File: config.mk
export PLATFORM = sky130hd
export DESIGN_NAME = uart_rx_fifo
export DESIGN_NICKNAME = d
export VERILOG_FILES = /design/src/rtl/uart_rx_fifo.sv
export SDC_FILE = /design/constraint.sdc
export NUM_CORES = 1
export LEC_CHECK = 0
export BUFFER_PORTS_ARGS = -buffer_cell sky130_fd_sc_hd__buf_2
export CELL_PAD_IN_SITES_DETAIL_PLACEMENT = 0
export CELL_PAD_IN_SITES_GLOBAL_PLACEMENT = 1
export CORE_AREA = 3 3 119 121
export CTS_CLUSTER_SIZE = 10
export DETAILED_ROUTE_END_ITERATION = 10
export DIE_AREA = 0 0 122 124
export PLACE_DENSITY_LB_ADDON = 0.1
export SLEW_MARGIN = 10
export SYNTH_ARGS = -nofsm -noshare
export SYNTH_HDL_FRONTEND = slang
export SYNTH_SLANG_ARGS = --single-unit
File: constraint.sdc
create_clock -name clk50m -period 3.4 [get_ports clk50m]
set_clock_uncertainty 0.2 [all_clocks]
set_input_delay 0.68 -clock clk50m [delete_from_list [all_inputs] [get_ports clk50m]]
set_output_delay 0.68 -clock clk50m [all_outputs]
set_load 0.05 [all_outputs]
File: src/rtl/uart_rx_fifo.sv
// Receive buffer behind the UART receiver: turns each rx_ready rising edge into
// one FIFO write, counts framing errors and serves bytes through a registered read port.
module uart_rx_fifo #(
  parameter int unsigned WIDTH    = 8,
  parameter int unsigned DEPTH    = 16,
  parameter bit          DROP_ERR = 1'b1
) (
  input  logic                     clk50m,
  input  logic                     rst_n,
  input  logic [WIDTH-1:0]         rx_data,
  input  logic                     rx_ready,
  input  logic                     rx_error,
  input  logic                     rd_en,
  input  logic                     clr_stat,
  output logic [WIDTH-1:0]         rd_data,
  output logic                     rd_valid,
  output logic                     empty,
  output logic                     full,
  output logic [$clog2(DEPTH):0]   count,
  output logic                     overflow,
  output logic [7:0]               err_cnt
);

  localparam int unsigned AW = $clog2(DEPTH);
  localparam logic [AW:0] FULL_CNT = (AW+1)'(DEPTH);

  logic [WIDTH-1:0] mem_q [DEPTH];

  logic [AW-1:0]    wptr_q, wptr_d;
  logic [AW-1:0]    rptr_q, rptr_d;
  logic [AW:0]      count_q, count_d;
  logic             rdy_q;
  logic             armed_q;
  logic [WIDTH-1:0] rd_data_q, rd_data_d;
  logic             rd_valid_q;
  logic             overflow_q, overflow_d;
  logic [7:0]       err_cnt_q, err_cnt_d;

  logic frame, err_frame, wr, rd, wr_ok, wr_lost;

  // armed_q stays low until rx_ready has been seen low after reset, so a level
  // already high at reset release is never mistaken for a new frame.
  assign frame     = rx_ready & ~rdy_q & armed_q;
  assign err_frame = frame & rx_error;
  assign wr        = frame & ~(DROP_ERR & rx_error);
  assign rd        = rd_en & ~empty;
  assign wr_ok     = wr & (~full | rd);
  assign wr_lost   = wr & full & ~rd;

  assign empty    = (count_q == '0);
  assign full     = (count_q == FULL_CNT);
  assign count    = count_q;
  assign rd_data  = rd_data_q;
  assign rd_valid = rd_valid_q;
  assign overflow = overflow_q;
  assign err_cnt  = err_cnt_q;

  always_comb begin
    wptr_d     = wptr_q;
    rptr_d     = rptr_q;
    count_d    = count_q;
    rd_data_d  = rd_data_q;
    overflow_d = clr_stat ? 1'b0 : overflow_q;
    err_cnt_d  = clr_stat ? 8'd0 : err_cnt_q;

    if (wr_ok) wptr_d = wptr_q + AW'(1);
    if (rd) begin
      rptr_d    = rptr_q + AW'(1);
      rd_data_d = mem_q[rptr_q];
    end

    case ({wr_ok, rd})
      2'b10:   count_d = count_q + (AW+1)'(1);
      2'b01:   count_d = count_q - (AW+1)'(1);
      default: count_d = count_q;
    endcase

    // New events are applied after the clear so they win in the same cycle.
    if (wr_lost) overflow_d = 1'b1;
    if (err_frame && err_cnt_d != 8'hFF) err_cnt_d = err_cnt_d + 8'd1;
  end

  always_ff @(posedge clk50m) begin
    if (wr_ok) mem_q[wptr_q] <= rx_data;
  end

  always_ff @(posedge clk50m or negedge rst_n) begin
    if (!rst_n) begin
      wptr_q     <= '0;
      rptr_q     <= '0;
      count_q    <= '0;
      rdy_q      <= 1'b0;
      armed_q    <= 1'b0;
      rd_data_q  <= '0;
      rd_valid_q <= 1'b0;
      overflow_q <= 1'b0;
      err_cnt_q  <= 8'd0;
    end else begin
      wptr_q     <= wptr_d;
      rptr_q     <= rptr_d;
      count_q    <= count_d;
      rdy_q      <= rx_ready;
      armed_q    <= armed_q | ~rx_ready;
      rd_data_q  <= rd_data_d;
      rd_valid_q <= rd;
      overflow_q <= overflow_d;
      err_cnt_q  <= err_cnt_d;
    end
  end

endmodule

==> results of run 1 <==
[area by class of cell]
type                       count  share of cell area, %
clock buffer                  21                   5.91
clock inverter                11                   1.51
inverter                      10                  0.492
multi-input combinational    175                   23.2
sequential                   161                   61.2
tap                          176                   2.89
timing repair buffer          61                   4.76
[how the worst max path moves through the flow]
stage	from	cells past startpoint	to	slack [ps]
floorplan	count[1]$_DFFE_PN0P_	9	count[4]$_DFFE_PN0P_	520
global placement	rx_ready	10	count[4]$_DFFE_PN0P_	470
detailed placement	rx_ready	10	count[4]$_DFFE_PN0P_	410
CTS	count[0]$_DFFE_PN0P_	4	full	430
global route	count[0]$_DFFE_PN0P_	4	full	360
finish	count[0]$_DFFE_PN0P_	4	full	500
[Yosys cell counts, types with 2 or more instances]
| cell | n | area, sq um |
|---|---|---|
| edfxtp_1 | 128 | 3840 |
| dfrtp_1 | 33 | 826 |
| mux4_2 | 32 | 721 |
| nand2_1 | 28 | 105 |
| mux2i_1 | 17 | 170 |
| nor2_1 | 16 | 60.1 |
| xnor2_1 | 14 | 123 |
| inv_1 | 10 | 37.5 |
| ha_1 | 9 | 113 |
| o221ai_1 | 8 | 70.1 |
| buf_2 | 7 | 35.0 |
| nor2b_1 | 6 | 37.5 |
| nor3_1 | 5 | 25.0 |
| clkbuf_1 | 4 | 15.0 |
| nand4_1 | 4 | 25.0 |
| nand2b_1 | 3 | 18.8 |
| buf_1 | 2 | 7.51 |
| mux2_4 | 2 | 30.0 |
| nand3_1 | 2 | 10.0 |
| nor2_2 | 2 | 12.5 |
| o21ai_0 | 2 | 10.0 |
[worst max-delay path: cells and delay by family, from the launching register on]
| family | cells | cell delay, ps |
|---|---|---|
| simple gates | 2 | 820 |
| flops | 1 | 450 |
| buf+inv | 2 | 340 |
[cell families (layout without fill, tap and decap cells)]
family          Yosys count  in the layout  share of synthesized area [%]
flops                   161            161                           71.2
simple gates             75             75                           5.67
mux                      51             51                           14.1
buf+inv                  25            103                           1.74
compound gates           24             24                           3.26
xor+xnor                 15             15                           2.00
fa+ha+maj                10             10                           2.02
[flip-flops by register name, indices dropped and copies added (netlist names)]
| register | flops |
|---|---|
| count | 5 |
| overflow | 1 |
| rdy_q | 1 |
| err_cnt | 8 |
| rptr_q | 4 |
| rd_valid | 1 |
| rd_data | 8 |
| mem_q | 128 |
| wptr_q | 4 |
| armed_q | 1 |
[power groups by stage]
stage | registers [mW] | logic [mW] | clock network, mW
floorplan | 2.72 | 1.13 | 0
global route | 2.53 | 1.90 | 1.93
detailed placement | 2.54 | 1.77 | 0
CTS | 2.50 | 1.78 | 1.85
global placement | 2.53 | 1.76 | 0
finish | 2.50 | 1.74 | 1.81
[routing by layer]
| layer | up-vias | wire [um] | GRT usage, % |
|---|---|---|---|
| li1 | 1539 | - | - |
| met1 | 1723 | 5550 | 25.7 |
| met5 | - | 0 | 0 |
| met3 | 19 | 702 | 4.50 |
| met2 | 73 | 5930 | 28.4 |
| met4 | 0 | 187 | 6.30 |
[per-stage QoR]
step	power (mW)	hold slack, ps	instance area [sq um]	utilization [%]	worst slack (ps)
4_1_cts	6.13	161	7630	57.8	426
3_5_place_dp	4.31	273	7060	53.5	406
6_report	6.05	144	7630	57.8	496
5_1_grt	6.37	191	7630	57.8	360
2_1_floorplan	3.85	184	6550	-	515
3_3_place_gp	4.29	276	7060	53.5	472
==> out/results.ini, run 1 <==
[detailed_routing]
wl_mm=12.4
dr_total_vias=3354
detail-route-antenna-nets=0
vias_per_cell=5.45
drt_iter0_drc=311
dr.pass1.iters=4
post_drt_wl_per_cell_um=20.1
drc_errors=0

[placed_design]
hpwl_mm=8.12
io_buffer_count=38
gp_congestion=0.727
post-place-cells=583

[die]
design.core.area_sq_um=13200
die-area_sq_um=15100
initial_core_util_pct=49.7
fp.dieH_um=124
io-pin-count=39
fp.dieW_um=122
rows=42

[timing]
slew_viol_final=0
post-route-period-util_pct=85.4
setup_viol_count_final=0
tns_ps=0
tightest_slew_ps=805
rsz0062_at_grt=false
fmax_mhz=344
hold_viol=0
fin_crit_ps=2900
max_slew_margin_pct=46.3

[power_and_ir_drop]
peakVddDrop_uv=615
pwr_density_cell_nw_per_um2=794
p_sw_mw=1.91
p_leak_nw=2.78
p_seq_share_pct=41.3
pwr-share-comb_pct=28.8
sw_frac_of_total_pct=31.6
pwr-share-clk_pct=30.0
p_int_mw=4.14

[yosys]
syn-cell-area_sq_um=6550
synth-seq-cells=161
ys_seq_area_share_pct=71.2
ys_warn_count=0
synthCells=361
syn_avg_cell_area_sq_um=18.2
synth_enable_flop_cells=128
ys_types=48
synth_fp_nets=385
synth_flop_cell=edfxtp_1
async_flop_share_pct=20.5

[critical_path]
r2r-end=count[4]$_DFFE_PN0P_
crit_type=reg2out
cp_slowest_cell=nor4_1
cp-start-kind=flop
regToRegSetupSlack_ps=570
timing.rr.start=count[0]$_DFFE_PN0P_
r2r_cells=9
crit_arrival_ps=2020
critPathMaxStageDelay_ps=610
crit_fanout=6
critPathCaptureType=output port
path_cells=nor4_1, nand2_1, inv_1, buf_2
cp.required_ps=2520

[grt]
antenna_found_initial=0
grt_max_degree=34
grt-ovfl-total=0
grt_pass1_vias=3428
grt_usage_pct=18.3
grt_pass1_wl_mm=19.9

[cells_and_area]
syn2layout_area_growth_pct=16.4
final_nets=450
layout_commonest_cell=edfxtp_1
final_cells=615
regArea_sq_um=4670
diodes=0
layout_common_cells=edfxtp_1, buf_2, dfrtp_1, mux4_2, nand2_1
fillCellCount=1058
multi_input_area_sq_um=1770
drive_gt1_share_pct=30.1

[outcome]
status=finished clean

[clocking]
cts_tree=built
ctsResizeCount=0
root_buffer=clkbuf_16
post-cts-setup-buffers=0
ctsHoldBuffers=0
clk_path_buf_depth=2
clkSinkCount=161
path_clk_slew_ps=60
h-tree-depth=4
clock_latency_ps=420
cts_buffers=17

[job]
drv_cap=0

[worst_hold_path]
worstHoldPathType=in2async

No activity file was read; power rests on OpenSTA's default activity.
==> inputs of run 2 (changes only) <==
CORE_AREA = 3 3 117 119   (was 3 3 119 121)
DIE_AREA = 0 0 120 122   (was 0 0 122 124)
==> run 2 against run 1 <==
Non-clock buffer count is 3 lower. Setup slack got worse by 0.54 ps. Critical path type unchanged. Sequential share of layout area rose by 0.19 points. Sequential power is essentially flat. Via count decreased by 0.66%.
==> out/results.ini, run 2 (synthesis results as in run 1) <==
[critical_path]
crit_fanout=6
crit_arrival_ps=2020
cp_slowest_cell=nor4_1
critPathMaxStageDelay_ps=620
critPathCaptureType=output port
cp-start-kind=flop
cp.required_ps=2520
crit_family=simple AND/OR/NAND/NOR gates
cp_num_buf_inv=2
crit_type=reg2out
path_cells=nor4_1, nand2_1, inv_1, buf_2

[die]
die-area_sq_um=14600
initial_core_util_pct=51.7
fp.dieW_um=120
design.core.area_sq_um=12700
fp.dieH_um=122
io-pin-count=39
rows=41

[detailed_routing]
dr.pass1.iters=4
post_drt_wl_per_cell_um=20.0
dr_total_vias=3332
detail-route-antenna-nets=0
vias_per_cell=5.48
drc_errors=0
wl_mm=12.2
drt_iter0_drc=235

[cells_and_area]
syn2layout_area_growth_pct=16.0
final_cells=608
regArea_sq_um=4670
final_nets=447
diodes=0
multi_input_area_sq_um=1770
drive_gt1_share_pct=29.4
layout_common_cells=edfxtp_1, buf_2, dfrtp_1, mux4_2, nand2_1
fillCellCount=989
layout_commonest_cell=edfxtp_1
top_register=mem_q
largest_register_ffs=128

[timing]
hold_viol=0
fin_crit_ps=2900
tns_ps=0
rsz0062_at_grt=false
max_slew_margin_pct=45.4
post-route-period-util_pct=85.4
tightest_slew_ps=819
slew_viol_final=0
hold-worst-slack_ps=155
setup_viol_count_final=0
fmax_mhz=344

[job]
drv_cap=0

[clocking]
post-cts-setup-buffers=0
h-tree-depth=4
path_clk_slew_ps=60
cts_buffers=17
clk_path_buf_depth=2
ctsHoldBuffers=0
root_buffer=clkbuf_16
clock_latency_ps=420
clkSinkCount=161
ctsResizeCount=0
cts_tree=built

[grt]
grt_pass1_vias=3477
grt_max_degree=35
grt-ovfl-total=0
grt_usage_pct=18.5
grt_pass1_wl_mm=19.8
antenna_found_initial=0

[placed_design]
hpwl_mm=7.91
gp_congestion=0.788
post-place-cells=576
io_buffer_count=38

[power_and_ir_drop]
peakVddDrop_uv=355
pwr_density_cell_nw_per_um2=793
p_leak_nw=2.76

[worst_hold_path]
worstHoldPathType=in2async

[outcome]
status=finished clean

-- run 2: changes by cell type in the layout (fill, tap and decap cells not counted), moves of 2 or more --
cell / previous run / this run
clkbuf_1: 3 / 1
clkinv_2: 4 / 1
buf_4: 23 / 20
clkinv_4: 1 / 4
clkinvlp_4: 3 / 1
inv_6: 0 / 2
clkinv_1: 1 / 4
-- run 2: cell type report --
type                       instances  area share, %
sequential                       161           61.4
multi-input combinational        175           23.3
clock buffer                      18           5.65
timing repair buffer              58           4.48
tap                              172           2.83
clock inverter                    14           1.84
inverter                          10          0.494
-- run 2: metal layers --
layer | global-route usage [%] | up-vias | share of wire (%)
met5 | 0 | - | 0
met4 | 7.02 | 0 | 1.3
met3 | 4.41 | 13 | 4.6
met2 | 28.2 | 81 | 48
met1 | 26.4 | 1697 | 46
li1 | - | 1541 | -
-- run 2: through the flow --
step / util, % / cell area, sq um / total power [mW] / setup WS (ps)
floorplan: - / 6550 / 3.85 / 515
global placement: 55.5 / 7030 / 4.27 / 486
detailed placement: 55.5 / 7030 / 4.28 / 414
CTS: 60.0 / 7600 / 6.11 / 489
global route: 60.0 / 7600 / 6.34 / 342
finish: 60.0 / 7600 / 6.03 / 495
-- run 2: where the power goes --
part | total (mW) | leakage (nW) | switching [mW] | internal, mW
clock network | 1.81 | 0.275 | 0.732 | 1.08
logic | 1.74 | 0.930 | 0.999 | 0.741
registers | 2.48 | 1.56 | 0.182 | 2.30
total | 6.03 | 2.76 | 1.91 | 4.12
-- run 2: final timing paths --
path / startpoint / end / slack, ps / cells past startpoint
hold / removal: rst_n / err_cnt[0]$_DFF_PN0_ / 160 / 1
hold reg to reg: rd_data[0]$_DFFE_PN0P_ / rd_data[0]$_DFFE_PN0P_ / 280 / 2
max in group asynchronous: rst_n / count[4]$_DFFE_PN0P_ / 2320 / 1
min in group clk50m: rx_ready / rdy_q$_DFF_PN0_ / 220 / 1
setup / recovery: count[0]$_DFFE_PN0P_ / full / 500 / 4
setup reg to reg: count[0]$_DFFE_PN0P_ / count[4]$_DFFE_PN0P_ / 610 / 9
-- run 2: worst reg2reg max path: stages, from the launching register on --
cell	delay (ps)
dfrtp_1	440
or4_4	580
o21ai_4	150
nor2_2	100
ha_1	330
nor2b_1	140
o21ai_0	220
nand2_1	130
o31a_1	250
o221ai_1	160
==> inputs of run 3 (changes only) <==
REMOVE_ABC_BUFFERS = 1   (was default)
==> run 3 against run 2 <==
Fmax grew 3.8%. Non-clock buffer count grew 4. Utilization grew 0.40 points. Sequential share of layout area shrank 0.41 points. Register-to-register slack is essentially flat. Clock-buffer cell count grew 4. Clock power grew 4%. Hold slack lost 17 ps. Final area grew 0.67%. Final cell count grew 0.66%. Via count grew 0.87%. Sequential power grew 2%.
==> out/results.ini, run 3 (synthesis results as in run 1) <==
[outcome]
status=finished clean

[placed_design]
post-place-cells=580
gp_congestion=0.726
io_buffer_count=38
hpwl_mm=8.04

[critical_path]
crit_arrival_ps=1920
critPathCaptureType=output port
path_cells=nor4_1, nand2_1, inv_1, buf_2
crit_family=simple AND/OR/NAND/NOR gates
timing.rr.start=count[0]$_DFFE_PN0P_
crit_fanout=6
crit_end=full
r2r-end=count[4]$_DFFE_PN0P_
cp_num_buf_inv=2
cp_slowest_cell=nor4_1
cp.depth=4
regToRegSetupSlack_ps=620
cp-start-kind=flop
crit_type=reg2out
crit_start=count[0]$_DFFE_PN0P_
r2r_cells=9
critPathMaxStageDelay_ps=550
cp.required_ps=2520

[grt]
grt-ovfl-total=0
antenna_found_initial=0
grt_pass1_wl_mm=19.3
grt_max_degree=34
grt_usage_pct=18.1
grt_pass1_vias=3409

[timing]
max_slew_margin_pct=48.7
rsz0062_at_grt=false
tightest_slew_ps=770
fmax_mhz=357
setup_viol_count_final=0
slew_viol_final=0
hold-worst-slack_ps=138
post-route-period-util_pct=82.3
hold_viol=0
tns_ps=0
fin_crit_ps=2800

[die]
rows=41
fp.dieW_um=120
fp.dieH_um=122
die-area_sq_um=14600
design.core.area_sq_um=12700
io-pin-count=39
initial_core_util_pct=51.7

[cells_and_area]
syn2layout_area_growth_pct=16.8
largest_register_ffs=128
fillCellCount=965
layout_commonest_cell=edfxtp_1
final_cells=612
final_nets=451
utilization_pct=60.4
multi_input_area_sq_um=1770
layout_common_cells=edfxtp_1, buf_2, dfrtp_1, mux4_2, nand2_1
drive_gt1_share_pct=30.0
diodes=0
top_register=mem_q
regArea_sq_um=4670

[clocking]
ctsHoldBuffers=0
cts_tree=built
clkSinkCount=161
cts_buffers=17
root_buffer=clkbuf_16
clk_path_buf_depth=2
ctsResizeCount=0
h-tree-depth=4
path_clk_slew_ps=60
post-cts-setup-buffers=0
clock_latency_ps=420

[power_and_ir_drop]
peakVddDrop_uv=434
p_leak_nw=2.79
pwr_density_cell_nw_per_um2=799

[detailed_routing]
wl_mm=11.9
drc_errors=0
dr_total_vias=3361
drt_iter0_drc=247
detail-route-antenna-nets=0
dr.pass1.iters=4
post_drt_wl_per_cell_um=19.5
vias_per_cell=5.49

[worst_hold_path]
worstHoldPathType=in2async

[job]
drv_cap=0

## run 3: per-stage QoR
stage	total power, mW	setup slack, ps	cell area, sq um
after global routing	6.42	438	7650
final	6.12	602	7650
after floorplan	3.80	379	6480
after detailed placement	4.30	417	7060
after global placement	4.29	480	7060
after CTS	6.17	581	7650
## run 3: final cells by class
class	instances	share of cell area [%]
Clock buffer	22	5.93
Timing Repair Buffer	62	4.84
Sequential cell	161	61.0
Inverter	10	0.490
Multi-Input combinational cell	175	23.1
Clock inverter	10	1.78
Tap cell	172	2.81
## run 3: power by group
group	leakage, nW	internal, mW	switching (mW)
registers	1.56	2.30	0.232
logic	0.950	0.753	0.952
clock network	0.282	1.17	0.708
## run 3: worst min-delay path by stage
stage	from	to	slack [ps]	depth (start not counted)
final	rst_n	err_cnt[4]$_DFF_PN0_	140	1
after global routing	rst_n	err_cnt[0]$_DFF_PN0_	190	1
after CTS	rst_n	err_cnt[4]$_DFF_PN0_	160	1
after detailed placement	rd_data[3]$_DFFE_PN0P_	rd_data[3]$_DFFE_PN0P_	280	2
after global placement	rd_data[6]$_DFFE_PN0P_	rd_data[6]$_DFFE_PN0P_	280	2
after floorplan	rst_n	armed_q$_DFF_PN0_	180	0
## run 3: worst register-to-register path: cells and delay by family (launching register included)
family | cells | cell delay [ps]
adder cells (fa/ha/maj) | 1 | 320
flip-flops | 1 | 430
AO/OA/AOI/OAI | 4 | 790
AND/OR/NAND/NOR | 4 | 940
## run 3: layer usage
| layer | part of all wire (%) | vias up | global-route usage (%) |
|---|---|---|---|
| li1 | - | 1543 | - |
| met1 | 48 | 1741 | 26.2 |
| met2 | 48 | 63 | 27.6 |
| met3 | 3.0 | 14 | 4.09 |
| met4 | 1.3 | 0 | 6.01 |
| met5 | 0 | - | 0 |
